**src/rtl/cam_pattern_gen.sv**
```systemverilog
`default_nettype none
// ============================================================================
// Module   : cam_pattern_gen
// Purpose  : Synthetic OV7670-style RGB444 frame source (vsync/href/pixel byte)
//            that stands in for the camera. Optional CAM_PATTERN_SCROLL_EN
//            adds a per-frame horizontal scroll offset.
// Revision : 1.0 - initial release
// ============================================================================
module cam_pattern_gen #(
  parameter int H_ACTIVE    = 160,
  parameter int V_ACTIVE    = 120,
  parameter int H_BLANK     = 16,
  parameter int VSYNC_LINES = 3,
  parameter int V_BP_LINES  = 2,
  parameter int V_FP_LINES  = 2
) (
  input  logic        CAM_pclk,
  input  logic        reset,
  input  logic        en,
  input  logic [1:0]  mode,
  input  logic [11:0] solid_rgb,
  output logic        CAM_vsync,
  output logic        CAM_href,
  output logic [7:0]  CAM_px_data,
  output logic        frame_done,
  output logic [7:0]  frame_cnt
);

  localparam int c_LINE_LEN = 2*H_ACTIVE + H_BLANK;
  localparam int c_VS_CYC   = VSYNC_LINES*c_LINE_LEN;
  localparam int c_BP_CYC   = V_BP_LINES*c_LINE_LEN;
  localparam int c_FP_CYC   = V_FP_LINES*c_LINE_LEN;
  localparam int c_CNT_W    = $clog2(c_VS_CYC + c_BP_CYC + c_FP_CYC + c_LINE_LEN + 1);
  localparam int c_XW       = ($clog2(H_ACTIVE) > 8) ? $clog2(H_ACTIVE) : 8;
  localparam int c_YW       = ($clog2(V_ACTIVE+1) > 7) ? $clog2(V_ACTIVE+1) : 7;
  localparam int c_BAR_W    = H_ACTIVE/8;

  localparam logic [2:0] S_IDLE  = 3'd0;
  localparam logic [2:0] S_VSYNC = 3'd1;
  localparam logic [2:0] S_VBP   = 3'd2;
  localparam logic [2:0] S_ACT   = 3'd3;
  localparam logic [2:0] S_HBL   = 3'd4;
  localparam logic [2:0] S_VFP   = 3'd5;

  logic [2:0]         r_state, w_state_nxt;
  logic [c_CNT_W-1:0] r_cnt;
  logic [c_XW-1:0]    r_x, w_x_eff;
  logic [c_YW-1:0]    r_y;
  logic               r_byte;
  logic [1:0]         r_mode;
  logic [11:0]        r_solid;
  logic [7:0]         r_rgb;
  logic [11:0]        w_rgb;
  logic [2:0]         w_bar;
  logic               w_last, w_latch;
  logic               w_vsync, w_href, w_done;
  logic [7:0]         w_px;

  always_comb begin
    w_last = 1'b0;
    case (r_state)
      S_VSYNC: w_last = (r_cnt == c_CNT_W'(c_VS_CYC - 1));
      S_VBP:   w_last = (r_cnt == c_CNT_W'(c_BP_CYC - 1));
      S_ACT:   w_last = (r_cnt == c_CNT_W'(2*H_ACTIVE - 1));
      S_HBL:   w_last = (r_cnt == c_CNT_W'(H_BLANK - 1));
      S_VFP:   w_last = (r_cnt == c_CNT_W'(c_FP_CYC - 1));
      default: w_last = 1'b0;
    endcase
  end

  // Mode/colour are only sampled at a frame start so a frame never tears.
  assign w_latch = en && ((r_state == S_IDLE) || ((r_state == S_VFP) && w_last));

  always_ff @(posedge CAM_pclk) begin
    if (reset) r_state <= S_IDLE;
    else       r_state <= w_state_nxt;
  end

  always_comb begin
    w_state_nxt = r_state;
    case (r_state)
      S_IDLE:  if (en)     w_state_nxt = S_VSYNC;
      S_VSYNC: if (w_last) w_state_nxt = S_VBP;
      S_VBP:   if (w_last) w_state_nxt = S_ACT;
      S_ACT:   if (w_last) w_state_nxt = S_HBL;
      S_HBL:   if (w_last) w_state_nxt = (r_y == c_YW'(V_ACTIVE - 1)) ? S_VFP : S_ACT;
      S_VFP:   if (w_last) w_state_nxt = en ? S_VSYNC : S_IDLE;
      default: w_state_nxt = S_IDLE;
    endcase
  end

  always_ff @(posedge CAM_pclk) begin
    if (reset) begin
      r_cnt   <= '0;
      r_x     <= '0;
      r_y     <= '0;
      r_byte  <= 1'b0;
      r_mode  <= 2'd0;
      r_solid <= 12'h000;
      r_rgb   <= 8'h00;
    end else begin
      r_cnt <= (w_last || (r_state == S_IDLE)) ? '0 : r_cnt + 1'b1;
      if (w_latch) begin
        r_mode  <= mode;
        r_solid <= solid_rgb;
      end
      if (r_state == S_VSYNC) r_y <= '0;
      if ((r_state == S_HBL) && w_last) r_y <= r_y + 1'b1;
      if (r_state == S_ACT) begin
        r_byte <= ~r_byte;
        if (r_byte) r_x <= w_last ? '0 : r_x + 1'b1;
        else        r_rgb <= w_rgb[7:0];
      end else begin
        r_byte <= 1'b0;
      end
    end
  end

`ifdef CAM_PATTERN_SCROLL_EN
  localparam int c_XW1 = c_XW + 1;
  logic [c_XW-1:0] r_offset;
  logic [c_XW:0]   w_sum;

  always_ff @(posedge CAM_pclk) begin
    if (reset)       r_offset <= '0;
    else if (w_done) r_offset <= (r_offset == c_XW'(H_ACTIVE - 1)) ? '0 : r_offset + 1'b1;
  end

  assign w_sum   = {1'b0, r_x} + {1'b0, r_offset};
  assign w_x_eff = (w_sum >= c_XW1'(H_ACTIVE)) ? c_XW'(w_sum - c_XW1'(H_ACTIVE))
                                                : w_sum[c_XW-1:0];
`else
  assign w_x_eff = r_x;
`endif

  // Pixel colour is evaluated on the byte1 cycle; byte2 replays its low byte.
  always_comb begin
    w_bar = 3'd0;
    for (int k = 1; k < 8; k++)
      if (w_x_eff >= c_XW'(k*c_BAR_W)) w_bar = 3'(k);
    w_rgb = 12'h000;
    case (r_mode)
      2'd0: begin
        case (w_bar)
          3'd0:    w_rgb = 12'hFFF;
          3'd1:    w_rgb = 12'hFF0;
          3'd2:    w_rgb = 12'h0FF;
          3'd3:    w_rgb = 12'h0F0;
          3'd4:    w_rgb = 12'hF0F;
          3'd5:    w_rgb = 12'hF00;
          3'd6:    w_rgb = 12'h00F;
          default: w_rgb = 12'h000;
        endcase
      end
      2'd1:    w_rgb = {w_x_eff[7:4], r_y[6:3], w_x_eff[3:0]};
      2'd2:    w_rgb = r_solid;
      default: w_rgb = (w_x_eff[3] ^ r_y[3]) ? 12'hFFF : 12'h000;
    endcase
  end

  always_comb begin
    w_vsync = (r_state == S_VSYNC);
    w_href  = (r_state == S_ACT);
    w_done  = (r_state == S_VFP) && w_last;
    w_px    = 8'h00;
    if (r_state == S_ACT) w_px = r_byte ? r_rgb : {4'h0, w_rgb[11:8]};
  end

  always_ff @(posedge CAM_pclk) begin
    if (reset) begin
      CAM_vsync   <= 1'b0;
      CAM_href    <= 1'b0;
      CAM_px_data <= 8'h00;
      frame_done  <= 1'b0;
      frame_cnt   <= 8'd0;
    end else begin
      CAM_vsync   <= w_vsync;
      CAM_href    <= w_href;
      CAM_px_data <= w_px;
      frame_done  <= w_done;
      frame_cnt   <= frame_cnt + {7'd0, w_done};
    end
  end

endmodule
`default_nettype wire

```
**config.mk**
```make
export PLATFORM = sky130hd
export DESIGN_NAME = cam_pattern_gen
export DESIGN_NICKNAME = d
export VERILOG_FILES = /design/src/rtl/cam_pattern_gen.sv
export SDC_FILE = /design/constraint.sdc
export NUM_CORES = 1
export LEC_CHECK = 0
export CAP_MARGIN = 20
export CORE_MARGIN = 8
export CORE_UTILIZATION = 39
export DETAILED_ROUTE_END_ITERATION = 6
export MAX_ROUTING_LAYER = met4
export RECOVER_POWER = 100
export SYNTH_ARGS = -nofsm -noshare
export SYNTH_HDL_FRONTEND = slang
export SYNTH_SLANG_ARGS = --single-unit
```
**constraint.sdc**
```tcl
create_clock -name CAM_pclk -period 3.6 [get_ports CAM_pclk]
set_input_delay 0.72 -clock CAM_pclk [delete_from_list [all_inputs] [get_ports CAM_pclk]]
set_output_delay 0.72 -clock CAM_pclk [all_outputs]
set_load 0.005 [all_outputs]
```
==> run metrics, run 1 <==
status finished, violations left; violated checks capacitance limit, slew limit; Crit Path Class flop to flop; Clock Tree Root clkbuf_8; via count 2,980; CTS Sinks 72; Leak Pwr between 1.5 and 2 nW; WP data required 3.80 ns; slowest CP cell o21ai_0; PostCTS Resize Cnt 0; Hold Slack around 0.46 ns; Avg Vias per Cell 5.50; layout cells sized above 1 6.22%; Die ar. between 0.01 and 0.015 mm²; final hold viol count 0; synth cell count leaders 72 x dfxtp_1, 37 x a21oi_1, 34 x nor2_1; H-tree levels 3; aggregate global routing overflow 0; PwrDens 391 mW/mm²; hold path start r_cnt[0]; Core ar. 0.00872 mm²; CTS tree yes; # port buffers 35; routed wire length 8.66 mm; Arr. time, crit path 3.28 ns; Setup crit end kind flop; Hold Crit Class flop to flop; post-DP HPWL 6.26 mm; Setup TNS 0 ns; Slew HR -6.16%; all-layer global routing usage around 15%; Post-Syn Area roughly 0.0035 mm²; share of the synthesized area in the top cell type 40.9%; Final Power between 0.0015 and 0.002 W; IO Count 36; Synth Area per Inst 8.65 µm²; Initial DRC Count approximately 250; largest net degree at the start of global routing 37; Post-synth top flop dfxtp_1; # diodes 0; Seq cells post-synth 72; Tightest Pin Transition ~1.6 ns; vias in the first global route 2,866; Setup violations, final 0; post-place setup slack around 0.57 ns; first-pass GRT wire length 14.4 mm; # fillers 847; area of the multi-input gates 0.00186 mm²; routed length per instance 16.0 µm; num rows 34; CTS max path bufs 2; fin crit period 3.07 ns; Layout Skew 0.00813 ns; Area growth syn-to-layout 15.7%; Async SR Flop Fraction 0%; Clk pin slew, worst setup/hold paths approximately 0.070 ns; Syn Inst Count 407; post-route DRC violation count 0; fin. max-slew vios 37; Synth area leaders dfxtp_1 41%, a21oi_1 5.3%, nand3_1 4.3%, xor2_1 3.7%, nor2_1 3.6%; Fmax 325 MHz; Final Net Count 454; post-synth cell types 64; worst setup margin roughly 0.53 ns; CTS buffer count 9; Max Fanout on Critical Path 14; die span in x 111 µm; count leader, synth dfxtp_1; Final Cycle Share between 80% and 90%; crit path cell chain ha_1, xnor2_1, nor4b_4, o2111a_1, buf_4, nand2_1, o21ai_0, nor2_1; Hold Buf Count CTS 0; Clock Latency Late Sink 0.35 ns; Hold Path End r_cnt[0]; R2R setup slack 0.53 ns; post-CTS setup buffer count 0; RSZ-0062 raised after global routing false; yosys warns 0; Die Y roughly 110 µm; maximum vdd drop 0.000170 V; Setup crit start kind flop; max cap viols 1; final antenna-violating net count 0; R2R cell count 8; Yosys top cell by area dfxtp_1; register area 0.00144 mm²; RePlAce Congestion 0.861; CP peak stage delay 0.86 ns; cell depth of the worst hold path 1; Initial Util about two fifths; reg2reg end r_x[7]; drt pass-1 iters 4; Post-synth EDFFs 0; register area share after synthesis 40.9%; reg2reg start r_state[1]; Layout Utilization 46.7%; Synth Net Count 431; initial antenna violation count 0
==> cells by family (layout without fill, tap and decap cells) <==
| group | count (synthesis) | in the layout | share of synthesized area (%) |
|---|---|---|---|
| AOI/OAI and AO/OA | 109 | 109 | 21.0 |
| DFF | 72 | 72 | 40.9 |
| buffers and inverters | 45 | 72 | 5.90 |
| adders and majority gates | 8 | 8 | 2.77 |
| xor gates and xnor gates | 27 | 27 | 6.72 |
| muxes | 1 | 1 | 0.284 |
| and+or+nand+nor | 145 | 145 | 22.4 |
==> report_power, final <==
part / switching [W] / total [W] / leakage [nW] / internal (W)
logic: 0.0000819 / 0.000138 / 0.892 / 0.0000563
clock network: 0.000287 / 0.000619 / 0.0989 / 0.000332
registers: 0.0000212 / 0.000835 / 0.582 / 0.000813
total: 0.000390 / 0.00159 / 1.57 / 0.00120
==> cell type report <==
type / instances / share of cell area [%]
clock inverters: 4 / 1.11
repair buffers: 40 / 9.43
multi-input cells: 290 / 45.7
flip-flops and latches: 72 / 35.4
clock buffers: 11 / 3.47
well taps: 108 / 3.32
inverters: 17 / 1.57
==> layout by cell type (no fill, tap or decap), types with 10 or more instances in the layout <==
cell type | synthesis | final
xor2_1 | 15 | 15
o21ai_0 | 19 | 20
nand2_1 | 22 | 22
clkdlybuf4s50_1 | 0 | 15
and3_1 | 10 | 10
inv_1 | 16 | 16
dlygate4sd3_1 | 0 | 20
nor2b_1 | 12 | 12
nor2_1 | 34 | 34
dfxtp_1 | 72 | 72
a21oi_1 | 37 | 37
xnor2_1 | 12 | 12
clkbuf_8 | 0 | 10
nand3_1 | 30 | 30
==> layer usage <==
| layer | track usage [%] | wire (µm) | share of wire, % | vias to the layer above |
|---|---|---|---|---|
| li1 | - | - | - | 1491 |
| met1 | 18.4 | 4170 | 48 | 1391 |
| met2 | 20.7 | 3760 | 43 | 82 |
| met3 | 4.38 | 476 | 5.5 | 16 |
| met4 | 6.76 | 240 | 2.8 | 0 |
| met5 | - | 0 | 0 | - |
==> worst max-delay path, delay by kind of cell, from the launching register on <==
family	cells	cell delay, ns
xor+xnor	1	0.20
flops	1	0.57
simple gates	3	0.51
compound gates	2	1.07
fa+ha+maj	1	0.40
buf+inv	1	0.17
==> worst max path at each step <==
stage	end	slack [ns]	from	cells past startpoint
global route	r_cnt[7]	0.18	r_state[1]	8
global placement	frame_cnt[5]	0.68	r_state[1]	12
detailed placement	frame_cnt[7]	0.57	r_state[1]	12
finish	r_x[7]	0.53	r_state[1]	8
floorplan	frame_cnt[5]	1.05	r_state[1]	13
CTS	frame_cnt[7]	0.56	r_state[1]	12
==> state kept, by name, summed over array words and instances (netlist names) <==
name	flops
r_mode	2
frame_cnt	8
r_cnt	12
CAM_px_data	8
CAM_href	1
r_x	8
r_byte	1
r_y	7
frame_done	1
r_rgb	8
CAM_vsync	1
r_solid	12
r_state	3
==> stage by stage <==
| step | area (µm²) | std cells |
|---|---|---|
| finish | 4070 | 542 |
| global route | 4070 | 542 |
| global placement | 3900 | 527 |
| floorplan | 3520 | 407 |
| CTS | 4090 | 542 |
| detailed placement | 3900 | 527 |
Note: power is estimated with default switching activity, not from simulation.
==> run 2: changes to the inputs <==
Settings changed: ABC_CLOCK_PERIOD_IN_PS from default to 3600, PLACE_DENSITY from default to 0.56.
==> run 2 against run 1 <==
Net effect: the run now ends clean; die area did not move; setup slack lost 0.10 ns; sequential share of layout area hardly changed; final area hardly changed; hold slack got worse by 0.017 ns; fmax is 3.2% lower; sequential power shrank 0.6%; global-route usage is 0.25 points lower; clock-buffer cell count is 3 higher; combinational power about the same; non-clock buffer count unchanged; critical path type unchanged; largest power group unchanged.
==> run metrics, run 2 (synthesized netlist as in run 1, its figures left out) <==
status completed; Final Cycle Share 88.2%; post-route DRC violation count 0; Fmax ~310 MHz; Die ar. 0.0123 mm²; Post-Layout Cell Count between 500 and 600; Layout Skew 0.0133 ns; Hold Crit Class flop to flop; Initial DRC Count 222; commonest non-fill, non-tap cell in the layout dfxtp_1; Tightest Pin Transition 1.08 ns; post-CTS setup buffer count 0; Setup violations, final 0; H-tree levels 3; num rows 34; WP data required 3.87 ns; Avg Vias per Cell 5.53; most frequent cells in the layout 72 x dfxtp_1, 37 x a21oi_1, 34 x nor2_1; initial antenna violation count 0; fin. max-slew vios 0; Die Y 111 µm; Largest regs r_cnt: 12 flops, r_solid: 12 flops; Clock Latency Late Sink 0.35 ns; RePlAce Congestion 0.822; routed length per instance 15.9 µm; vias in the first global route 2,824; post-place setup slack 0.471 ns; RSZ-0062 raised after global routing false; routed wire length between 8 and 9 mm; Setup crit start kind flop; worst setup margin 0.423 ns; CP peak stage delay ~0.9 ns; largest net degree at the start of global routing 37; Placed Cells 527; first-pass GRT wire length 14.2 mm; Top Layer Used met4; Arr. time, crit path approximately 3.5 ns; Max Fanout on Critical Path 14; Hold Slack roughly 0.45 ns; Leak Pwr 1.56 nW; all-layer global routing usage 14.3%; Area growth syn-to-layout 15.7%; CTS buffer count 9; Clock Tree Root clkbuf_8; CTS max path bufs 2; post-DP HPWL 6.19 mm; die span in x 111 µm; Hold Buf Count CTS 0; layout cells sized above 1 approximately 5.7%; drt pass-1 iters 4; Layout Utilization 46.7%; Slew HR between 20% and 30%; CTS tree yes; final antenna-violating net count 0; PwrDens 420 mW/mm²; Clk pin slew, worst setup/hold paths about 0.080 ns; aggregate global routing overflow 0; slowest CP cell a31oi_1; IO Count 36; Setup TNS 0 ns; Final Net Count 454; crit path cell chain ha_1, nor2b_1, a221o_1, o2111a_1, clkbuf_1, a31oi_1, o21ai_0, a21oi_1; PostCTS Resize Cnt 0; Initial Util 40.4%; Crit Path Class flop to flop; fin crit period 3.18 ns; metal2 WL 3.88 mm; maximum vdd drop 0.000142 V; Core ar. 0.00872 mm²; max cap viols 0; via count roughly 3,000; CTS Sinks between 70 and 80; final hold viol count 0; Metal-1 WL 4.25 mm; met3 WL post-DR 361 µm; # diodes 0; Setup crit end kind flop; # port buffers 35
-- run 2: layout make-up --
cell class,count,area (µm²)
clock inverter,2,60.1
multi-input combinational,290,1820
tap,108,135
timing repair buffer,40,384
sequential,72,1440
fill,861,4650
inverter,17,63.8
clock buffer,14,173
-- run 2: where the power goes --
group | internal, W | switching, W | leakage (nW)
clock | 0.000448 | 0.000295 | 0.117
combinational | 0.0000550 | 0.0000853 | 0.858
sequential | 0.000813 | 0.0000170 | 0.582
-- run 2: through the flow --
step | total power [W] | instance area, µm²
2_1_floorplan | 0.000946 | 3520
3_3_place_gp | 0.000993 | 3900
3_5_place_dp | 0.000994 | 3900
4_1_cts | 0.00174 | 4130
5_1_grt | 0.00178 | 4080
6_report | 0.00171 | 4080
-- run 2: path summary, 6_finish.rpt --
kind | from | to | slack, ns | depth (start not counted)
worst min-delay path | r_cnt[0] | r_cnt[0] | 0.45 | 1
worst min register to register | r_cnt[0] | r_cnt[0] | 0.45 | 1
worst max-delay path | r_state[1] | r_solid[11] | 0.42 | 8
worst max register to register | r_state[1] | r_solid[11] | 0.42 | 8
-- run 2: critical path: cells and delay by family, from the launching register on --
family                     cells  cell delay (ns)
AOI/OAI and AO/OA              5             1.74
adders and majority gates      1             0.41
buffers and inverters          1             0.19
DFF                            1             0.59
and+or+nand+nor                1             0.17
-- run 2: layer usage --
metal	vias to the layer above	GRT usage, %
li1	1490	-
met1	1440	17.8
met2	67	21.8
met3	8	2.76
met4	0	6.40
met5	-	-
==> run 3: changes to the inputs <==
Settings changed: RECOVER_POWER 100 to 50.
==> run 3 against run 2 <==
Net effect: critical path type unchanged; clock power hardly changed; highest routed layer unchanged; via count is 0.23% higher; utilization is 0.22 points higher; hold slack hardly changed.
==> run metrics, run 3 (synthesized netlist as in run 1, its figures left out) <==
vias in the first global route between 2,000 and 3,000; first-pass GRT wire length between 10 and 15 mm; IO Count 36; RePlAce Congestion 0.822; via count approximately 3,000; fin. max-slew vios 0; Setup crit start kind flop; # diodes 0; Slew HR 29.5%; Initial DRC Count 171; sw frac 23.1%; initial antenna violation count 0; max cap viols 0; layout cells sized above 1 6.21%; Area growth syn-to-layout 16.3%; Net Switching 0.000396 W; Die ar. 0.0123 mm²; Final Cycle Share 87.5%; Tightest Pin Transition 1.05 ns; Max Fanout on Critical Path 14; Leak Pwr 1.56 nW; post-CTS setup buffer count 0; cell depth of the worst hold path 1; drt pass-1 iters 5; final antenna-violating net count 0; WP data required 3.86 ns; status completed; Avg Vias per Cell approximately 5.5; Top Layer Used met4; Reg power frac 48.5%; H-tree levels 3; final instance area 0.00409 mm²; Clock Power Share 43.3%; Comb power frac between 8 and 9%; num rows 34; Arr. time, crit path 3.41 ns; Die Y 111 µm; Metal-1 WL ~4.2 mm; CTS max path bufs 2; Crit Path Class flop to flop; final hold viol count 0; post-DP HPWL 6.19 mm; Setup crit end kind flop; Setup violations, final 0; R2R cell count 8; Layout Skew between 0.01 and 0.015 ns; die span in x approximately 110 µm; post-route DRC violation count 0; Clock Tree Root clkbuf_8; Largest regs r_cnt: 12 flops, r_solid: 12 flops; Initial Util 40.4%; most frequent cells in the layout 72 x dfxtp_1, 37 x a21oi_1, 34 x nor2_1; PostCTS Resize Cnt 0; Hold Buf Count CTS 0; # port buffers 35; aggregate global routing overflow 0; post-place setup slack 0.471 ns; # fillers 859; Final Net Count 454; largest net degree at the start of global routing 37; CTS Sinks 72; RSZ-0062 raised after global routing false; CTS buffer count 9; Hold Crit Class flop to flop; Hold Slack roughly 0.45 ns; Fmax 317 MHz; all-layer global routing usage 14.3%; post-placement cell area ~0.0039 mm²; met3 WL post-DR 347 µm; Clk pin slew, worst setup/hold paths 0.08 ns; routed length per instance 15.8 µm; routed wire length 8.59 mm; CTS tree yes; PwrDens between 400 and 500 mW/mm²; fin crit period 3.15 ns; Core ar. 0.00872 mm²; maximum vdd drop between 0.0001 and 0.00015 V; internal power 0.00132 W; commonest non-fill, non-tap cell in the layout dfxtp_1; metal2 WL about 3.8 mm; Setup TNS 0 ns; worst setup margin 0.450 ns; Clock Latency Late Sink 0.34 ns
-- run 3: cell types whose count changed in the layout (fill, tap and decap cells not counted) --
| cell | before | now |
|---|---|---|
| and2_0 | 2 | 1 |
| and2_1 | 4 | 5 |
| o21ai_0 | 20 | 19 |
| nor4b_4 | 0 | 1 |
| a21boi_1 | 0 | 1 |
| a21boi_0 | 2 | 1 |
| o21ai_2 | 0 | 1 |
| nor4b_1 | 1 | 0 |
-- run 3: path summary, 6_finish.rpt --
check,startpoint,endpoint,slack [ns]
worst min-delay path,r_cnt[0],r_cnt[0],0.45
worst max register to register,r_state[1],r_solid[4],0.45
worst min register to register,r_cnt[0],r_cnt[0],0.45
worst max-delay path,r_state[1],r_solid[4],0.45
-- run 3: routing by layer --
layer  up-vias  GRT usage, %
li1       1490             -
met5         -             -
met3        16          2.76
met2        68          21.8
met4         0          6.40
met1      1438          17.8
-- run 3: power groups by stage --
stage	clock network [W]	registers [W]	logic, W
after floorplan	0	0.000838	0.000108
after global placement	0	0.000847	0.000146
after detailed placement	0	0.000848	0.000145
after CTS	0.000761	0.000830	0.000146
after global routing	0.000793	0.000832	0.000156
final	0.000742	0.000830	0.000141
-- run 3: layout make-up --
type	count	area, µm²	area share [%]
clock buffers	14	173	4.22
clock inverters	2	60.1	1.47
multi-input cells	290	1840	44.9
inverters	17	63.8	1.56
well taps	108	135	3.30
flip-flops and latches	72	1440	35.2
repair buffers	40	384	9.38
-- run 3: worst max-delay path, stage by stage (launching register included) --
cell and delay, ns:
dfxtp_1 0.59, ha_1 0.41, nor2b_1 0.17, a221o_1 0.32
o2111a_1 0.15, clkbuf_1 0.19, a31oi_1 0.88, o21ai_0 0.17
a21oi_1 0.19
-- run 3: stage by stage --
step / total power (W) / utilization, % / std cells
after floorplan: 0.000946 / - / 407
after global placement: 0.000993 / 44.7 / 527
after detailed placement: 0.000994 / 44.7 / 527
after CTS: 0.00174 / 47.4 / 543
after global routing: 0.00178 / 46.9 / 543
final: 0.00171 / 46.9 / 543
